File: src/rtl/fetch_sequencer_if.sv
// Bundle of decode, instruction-memory and status signals shared by the
// fetch sequencer (master side) and whatever drives/observes it (slave side).
interface fetch_sequencer_if #(
    parameter int ADDR_W = 26
);
    logic              branch;
    logic              zero;
    logic              jump;
    logic [ADDR_W-1:0] jaddr;
    logic [31:0]       boffset;
    logic              halt;
    logic              stall;
    logic              imem_ready;
    logic              imem_req;
    logic [31:0]       pc_index;
    logic              instr_valid;
    logic              redirect;
    logic              halted;

    modport master (
        input  branch, zero, jump, jaddr, boffset, halt, stall, imem_ready,
        output imem_req, pc_index, instr_valid, redirect, halted
    );

    modport slave (
        output branch, zero, jump, jaddr, boffset, halt, stall, imem_ready,
        input  imem_req, pc_index, instr_valid, redirect, halted
    );
endinterface

File: src/rtl/fetch_sequencer.sv
// Instruction fetch sequencer: walks IDLE -> FETCH -> EXEC pairs, computes the
// next word index (sequential, taken branch or jump) and parks in HALT.
module fetch_sequencer #(
    parameter logic [31:0] RESET_INDEX = 32'd0,
    parameter int          ADDR_W      = 26
) (
    input  logic               clk,
    input  logic               reset,
    fetch_sequencer_if.master  bus,
    output logic [1:0]         fsm_state
);

    typedef enum logic [1:0] {
        IDLE  = 2'd0,
        FETCH = 2'd1,
        EXEC  = 2'd2,
        HALT  = 2'd3
    } state_t;

    state_t      state;
    state_t      state_next;
    logic [31:0] pc;
    logic [31:0] pc_next;
    logic        redirect_q;
    logic        redirect_next;
    logic [31:0] jump_target;
    logic [31:0] branch_target;

    always_comb begin
        jump_target = '0;
        jump_target[ADDR_W-1:0] = bus.jaddr;
    end

    assign branch_target = pc + bus.boffset + 32'd1;

    always_ff @(posedge clk) begin
        if (reset) begin
            state      <= IDLE;
            pc         <= RESET_INDEX;
            redirect_q <= 1'b0;
        end else begin
            state      <= state_next;
            pc         <= pc_next;
            redirect_q <= redirect_next;
        end
    end

    // Handshake: imem_req stays high for the whole FETCH state and the
    // instruction is accepted on the first posedge where imem_ready is also
    // high; instr_valid then holds through EXEC until stall drops.
    always_comb begin
        state_next    = state;
        pc_next       = pc;
        redirect_next = 1'b0;
        case (state)
            IDLE: state_next = FETCH;
            FETCH: begin
                if (bus.imem_ready) begin
                    state_next = EXEC;
                end
            end
            EXEC: begin
                if (bus.stall) begin
                    state_next = EXEC;
                end else if (bus.halt) begin
                    state_next = HALT;
                end else begin
                    state_next = FETCH;
                    if (bus.branch && bus.zero) begin
                        pc_next       = branch_target;
                        redirect_next = 1'b1;
                    end else if (bus.jump) begin
                        pc_next       = jump_target + 32'd1;
                        redirect_next = 1'b1;
                    end else begin
                        pc_next = pc + 32'd1;
                    end
                end
            end
            HALT: state_next = HALT;
            default: state_next = IDLE;
        endcase
    end

    assign bus.imem_req    = (state == FETCH);
    assign bus.instr_valid = (state == EXEC);
    assign bus.halted      = (state == HALT);
    assign bus.pc_index    = pc;
    assign bus.redirect    = redirect_q;
    assign fsm_state       = state;

endmodule
File: src/flat_wrapper.sv
// flat-port wrapper written by rule: the top's interface ports become plain ports
module fetch_sequencer_flat 
#(
    parameter logic [31:0] RESET_INDEX = 32'd0,
    parameter int          ADDR_W      = 26
)
  (clk, reset, fsm_state, bus_branch, bus_zero, bus_jump, bus_jaddr, bus_boffset, bus_halt, bus_stall, bus_imem_ready, bus_imem_req, bus_pc_index, bus_instr_valid, bus_redirect, bus_halted);
  fetch_sequencer_if #(.ADDR_W(ADDR_W)) bus_i ();
  input  logic clk;
  input  logic reset;
  output logic [1:0] fsm_state;
  input wire logic [$bits(bus_i.branch)-1:0] bus_branch;
  input wire logic [$bits(bus_i.zero)-1:0] bus_zero;
  input wire logic [$bits(bus_i.jump)-1:0] bus_jump;
  input wire logic [$bits(bus_i.jaddr)-1:0] bus_jaddr;
  input wire logic [$bits(bus_i.boffset)-1:0] bus_boffset;
  input wire logic [$bits(bus_i.halt)-1:0] bus_halt;
  input wire logic [$bits(bus_i.stall)-1:0] bus_stall;
  input wire logic [$bits(bus_i.imem_ready)-1:0] bus_imem_ready;
  output wire logic [$bits(bus_i.imem_req)-1:0] bus_imem_req;
  output wire logic [$bits(bus_i.pc_index)-1:0] bus_pc_index;
  output wire logic [$bits(bus_i.instr_valid)-1:0] bus_instr_valid;
  output wire logic [$bits(bus_i.redirect)-1:0] bus_redirect;
  output wire logic [$bits(bus_i.halted)-1:0] bus_halted;
  assign bus_i.branch = bus_branch;
  assign bus_i.zero = bus_zero;
  assign bus_i.jump = bus_jump;
  assign bus_i.jaddr = bus_jaddr;
  assign bus_i.boffset = bus_boffset;
  assign bus_i.halt = bus_halt;
  assign bus_i.stall = bus_stall;
  assign bus_i.imem_ready = bus_imem_ready;
  assign bus_imem_req = bus_i.imem_req;
  assign bus_pc_index = bus_i.pc_index;
  assign bus_instr_valid = bus_i.instr_valid;
  assign bus_redirect = bus_i.redirect;
  assign bus_halted = bus_i.halted;
  fetch_sequencer #(.RESET_INDEX(RESET_INDEX), .ADDR_W(ADDR_W)) u_core (.clk(clk), .reset(reset), .bus(bus_i), .fsm_state(fsm_state));
endmodule
File: config.mk
export PLATFORM = sky130hd
export DESIGN_NAME = fetch_sequencer_flat
export DESIGN_NICKNAME = d
export VERILOG_FILES = /design/src/rtl/fetch_sequencer_if.sv /design/src/rtl/fetch_sequencer.sv /design/src/flat_wrapper.sv
export SDC_FILE = /design/constraint.sdc
export NUM_CORES = 1
export LEC_CHECK = 0
export BUFFER_PORTS_ARGS = -buffer_cell sky130_fd_sc_hd__buf_2
export CORE_MARGIN = 2
export CORE_UTILIZATION = 25
export CTS_CLUSTER_SIZE = 10
export DETAILED_ROUTE_END_ITERATION = 12
export PLACE_DENSITY = 0.51
export SLEW_MARGIN = 30
export SYNTH_ARGS = -nofsm -noshare
export SYNTH_HDL_FRONTEND = slang
export SYNTH_SLANG_ARGS = --single-unit
export TNS_END_PERCENT = 1
File: constraint.sdc
create_clock -name clk -period 3.75 [get_ports clk]
set_clock_uncertainty 0.15 [all_clocks]
set_input_delay 0.375 -clock clk [delete_from_list [all_inputs] [get_ports clk]]
set_output_delay 0.375 -clock clk [all_outputs]
set_load 0.01 [all_outputs]
Word level (Yosys, flattened, before mapping):

Cells that the tools add are included.
W data, S select, Z words.

* bits in registers: 35
* latch bits: 0
* memory bits (writable): 0
* ROM bits: 0
* input port bits: 66
* output and inout port bits: 38
* logic and storage cells: 26
* memories kept: 0

* add/sub/neg operators: 4
* $mul: 0
* div/mod/pow operators: 0
* order comparisons: 0
* eq/ne operators: 4
* shift operators: 0
* multiplexer cells: 8
* bitwise logic cells: 3
* reductions and logical operators: 4

Operators by type and width (count)
* $add A32 B1 Y32 const B: 2
* $mux W32: 2
* $add A32 B32 Y32: 1
* $add A26 B1 Y27 const B: 1
* $pmux W2 S4: 1
* $mux W2: 3
* $eq A2 B2 Y1 const B: 2
* $reduce_or A4 Y1: 1
* $not A1 Y1: 3
* $reduce_and A3 Y1: 1
* $eq A2 B1 Y1 const B: 1
* $logic_not A2 Y1: 1
* $mux W1: 2
* $ne A2 B2 Y1 const B: 1
* $logic_and A1 B1 Y1: 1

Longest topological paths before layout:

* depth after elaboration: 3
* depth in mapped cells: 13
* gate-level depth less buffers: 13

Least setup slack after synthesis:

No wires, ideal clock.

* path kind: register to register
* start: register u_core.pc[0], in the netlist u_core.bus.pc_index[0]
* end: register u_core.pc[28], in the netlist u_core.bus.pc_index[28]
* setup time: 0.079 ns
* arrival: 2.538 ns
* required time: 3.521 ns
* path slack: 0.983 ns
* cell stages (with the launch flop): 14
* path buffers: 0
* period minus slack after synthesis: 2.767 ns
* cell sequence: dfxtp_1 -> inv_1 -> ha_1 -> inv_1 -> fa_1 -> a21o_1 -> nand4_1 -> a21oi_2 -> a31oi_2 -> o21a_1 -> o31ai_1 -> a21oi_1 -> or4_1 -> o211ai_1

* word-level cells in the longest chain between the ends: 3
* elaborated cells between the ends (all ways): 5
* those cells by class: add/sub: 3; mux: 2

RTL lines
* from (decl): RTL line fetch_sequencer.sv:22 `logic [31:0] pc;`
* from (signal assigned): RTL line fetch_sequencer.sv:43 `pc <= pc_next;`
* $add A32 B32 Y32 / $add A32 B1 Y32 (equally long branches): RTL line fetch_sequencer.sv:34, fetch_sequencer.sv:76
* $add A32 B1 Y32 / $mux W32 (equally long branches): RTL line fetch_sequencer.sv:34, fetch_sequencer.sv:72
* $mux W32 *: RTL line fetch_sequencer.sv:69 `if (bus.branch && bus.zero) begin`

Every way passes the cells marked *; elsewhere a longest branch is shown, timed or not.
A chain may end at the register's enable or synchronous reset.

Worst setup path in the final report:

Same ends and word-level chain as after synthesis.

==> results_dict.tcl <==
set metrics [dict create \
    synth_warnings 0 \
    avgSynthCellArea_sq_um 7.26 \
    clock_tree.root_cell "clkbuf_16" \
    finalSetupTns_ns 0 \
    final_cell_mix "buf_2, nor2_1, nand2_1" \
    cp.arrival_ns 3.25 \
    ir_drop_mv 0.142 \
    critPathMostFrequentCell "inv_1" \
    required_ns 3.81 \
    clockBufferDepth 2 \
    clock_latency_ns 0.29 \
    cts_resized 0 \
    p_leak_uw 0.00224 \
    cts_hold_buf 0 \
    gp_congestion 0.830 \
    ys_seq_elements 35 \
    fin_crit_sh 0.851 \
    cp_slowest_cell "dfxtp_1" \
    grt_use_total 0.168 \
    slew_viol_final 0 \
    fmax_mhz 313 \
    drive_gt1_frac 0.193 \
    ant_nets 0 \
    yosysTopAreaCellShare 0.157 \
    yosys.area.top_type "dfxtp_1" \
    port_buffers 103 \
    synth_area_leaders "dfxtp_1, ha_1, xnor2_1" \
    setup.worst_path.start_class "flop" \
    tritoncts "built" \
    dr.first_iter.drc_count 296 \
    async_reset_ff_frac 0 \
    final.min_clock_period_ns 3.19 \
    layout_commonest_cell "buf_2" \
    die-area_sq_um 18900 \
    tightest_slew_ns 0.884 \
    via_per_inst 5.27 \
    vias 4905 \
    dr.pass1.iters 4 \
    synth_enable_flop_cells 0 \
    netlist-cell-type-count 65 \
    drcViolationCount 0 \
    cp_max_fo 6 \
    wl_per_cell_um 16.8 \
    max_stage_delay_ns 0.41 \
    status "complete, no violations" \
    synth-xor-area-share 0.132 \
    cts_buffers 5 \
    wl_um 15600 \
    finalNonFillerCells 930 \
    die_w_um 137 \
    clock-sinks 35 \
    syn-num-nets 713 \
    max-cap-violations 0 \
    power.total_uw 1150 \
    grt_pass1_wl_um 24900 \
    syn2layout_area_growth_pct 20.3 \
    slew_headroom 0.411 \
    setup_viol_count_final 0 \
    yosys.area_share.simple 0.276 \
    layout.nets 805 \
    cts_setup_buffers 0 \
    dp_hpwl_um 12000 \
    syn_inst 613 \
    clkSlewWorstSetupHoldPaths_ns 0.06 \
    antenna_found_initial 0 \
    synth_top_family_by_area "compound AO/OA/AOI/OAI gates" \
    pin_count 104 \
    min_path_type "in -> reg" \
    rsz0062_at_grt "no" \
    htree_levels 2 \
    grt_pass1_vias 4600 \
    antenna_cells 0 \
    dp.cells 923 \
    p_per_area_nw_per_um2 215 \
    synth_compound_area_frac 0.289 \
    gr-total-overflow 0 \
    synth-seq-area-share 0.157 \
    core_sq_um 17400 \
    synthAdderAreaFrac 0.0973 \
    synthFlopType "dfxtp_1" \
    muxShareOfSynthArea 0.0112 \
    hold_violations 0 \
    netlist_area_sq_um 4450 \
    worstPathCellList "inv_1 > ha_1 > inv_1 > fa_1 > a21o_1 > nand4_1 > a21oi_2 > a31oi_2 > o21a_1 > o31ai_1 > a21oi_1 > or4_1 > o211ai_1" \
    num_rows 48 \
    crit_type "reg -> reg" \
    die_h_um 137 \
    endpoint_kind "flop" \
    start_util 0.256 \
    grt_max_degree 43 \
]
## state kept, by name, indices dropped and copies added, names as in the netlist
signal / flops
u_core.bus.redirect: 1
u_core.fsm_state: 2
u_core.bus.pc_index: 32
## synth_stat cells, types with 3 or more instances
cell,instances
o21bai_1,7
nand4_1,15
nand3_1,29
buf_1,4
ha_1,33
a21oi_2,4
clkbuf_1,20
o21ai_0,28
o211ai_1,12
a21o_1,14
dfxtp_1,35
xnor2_1,43
a221oi_1,3
nor2b_1,8
o22ai_1,7
a31oi_1,7
buf_2,5
nand3b_1,3
nand2b_1,4
nor4_1,3
or4_1,3
mux2i_1,5
o21ai_1,4
a21oi_1,46
a22oi_1,3
a311oi_1,7
nor3_1,18
inv_1,10
a211oi_1,26
nor2_1,59
and2_1,6
o21a_1,7
and4_1,8
nand2_1,58
xor2_1,24
and3_1,13
## per-layer routing
layer | routed length (um) | vias up | part of all wire | track usage
met2 | 7210 | 127 | 0.46 | 0.274
met1 | 7470 | 2274 | 0.48 | 0.234
met5 | 0 | - | 0 | 0
met4 | 206 | 0 | 0.013 | 0.0367
met3 | 700 | 17 | 0.045 | 0.0243
li1 | - | 2487 | - | -
## cell type report
cell class | instances | area, sq um
clock buffer | 6 | 139
clock inverter | 1 | 5.00
fill | 1932 | 12000
inverter | 10 | 37.5
multi-input combinational | 538 | 3590
sequential | 35 | 701
tap | 225 | 282
timing repair buffer | 115 | 606
## critical path: cells and delay by family, from the launching register on
| kind | cells | cell delay [ns] |
|---|---|---|
| buffers and inverters | 2 | 0.15 |
| DFF | 1 | 0.41 |
| adders and majority gates | 2 | 0.42 |
| and+or+nand+nor | 2 | 0.57 |
| AOI/OAI and AO/OA | 7 | 1.42 |
## where the power goes
part           switching, uW  internal [uW]  leakage (uW)
combinational            193            132       0.00189
clock                    172            260     0.0000727
sequential              14.4            381      0.000283
## stage by stage
| stage | setup WS [ns] | area, sq um | hold slack (ns) | utilization |
|---|---|---|---|---|
| 6_report | 0.560 | 5360 | 0.151 | 0.309 |
| 5_1_grt | 0.331 | 5360 | 0.149 | 0.309 |
| 4_1_cts | 0.574 | 5360 | 0.147 | 0.309 |
| 3_5_place_dp | 0.608 | 5210 | 0.357 | 0.300 |
| 3_3_place_gp | 0.643 | 5210 | 0.359 | 0.300 |
| 2_1_floorplan | 0.983 | 4450 | 0.336 | - |
## cell families after synthesis
group	Yosys count
xor gates and xnor gates	67
muxes	5
DFF	35
buffers and inverters	40
and+or+nand+nor	240
adders and majority gates	34
AOI/OAI and AO/OA	192
## final timing paths
kind	cells after the start	slack [ns]	from	end
worst max-delay path	13	0.56	u_core.bus.pc_index[0]	u_core.bus.pc_index[28]
worst min register to register	2	0.36	u_core.fsm_state[0]	u_core.fsm_state[1]
worst min-delay path	2	0.15	bus_imem_ready	u_core.fsm_state[0]
worst max register to register	13	0.56	u_core.bus.pc_index[0]	u_core.bus.pc_index[28]
(Power assumes the default switching activity.)
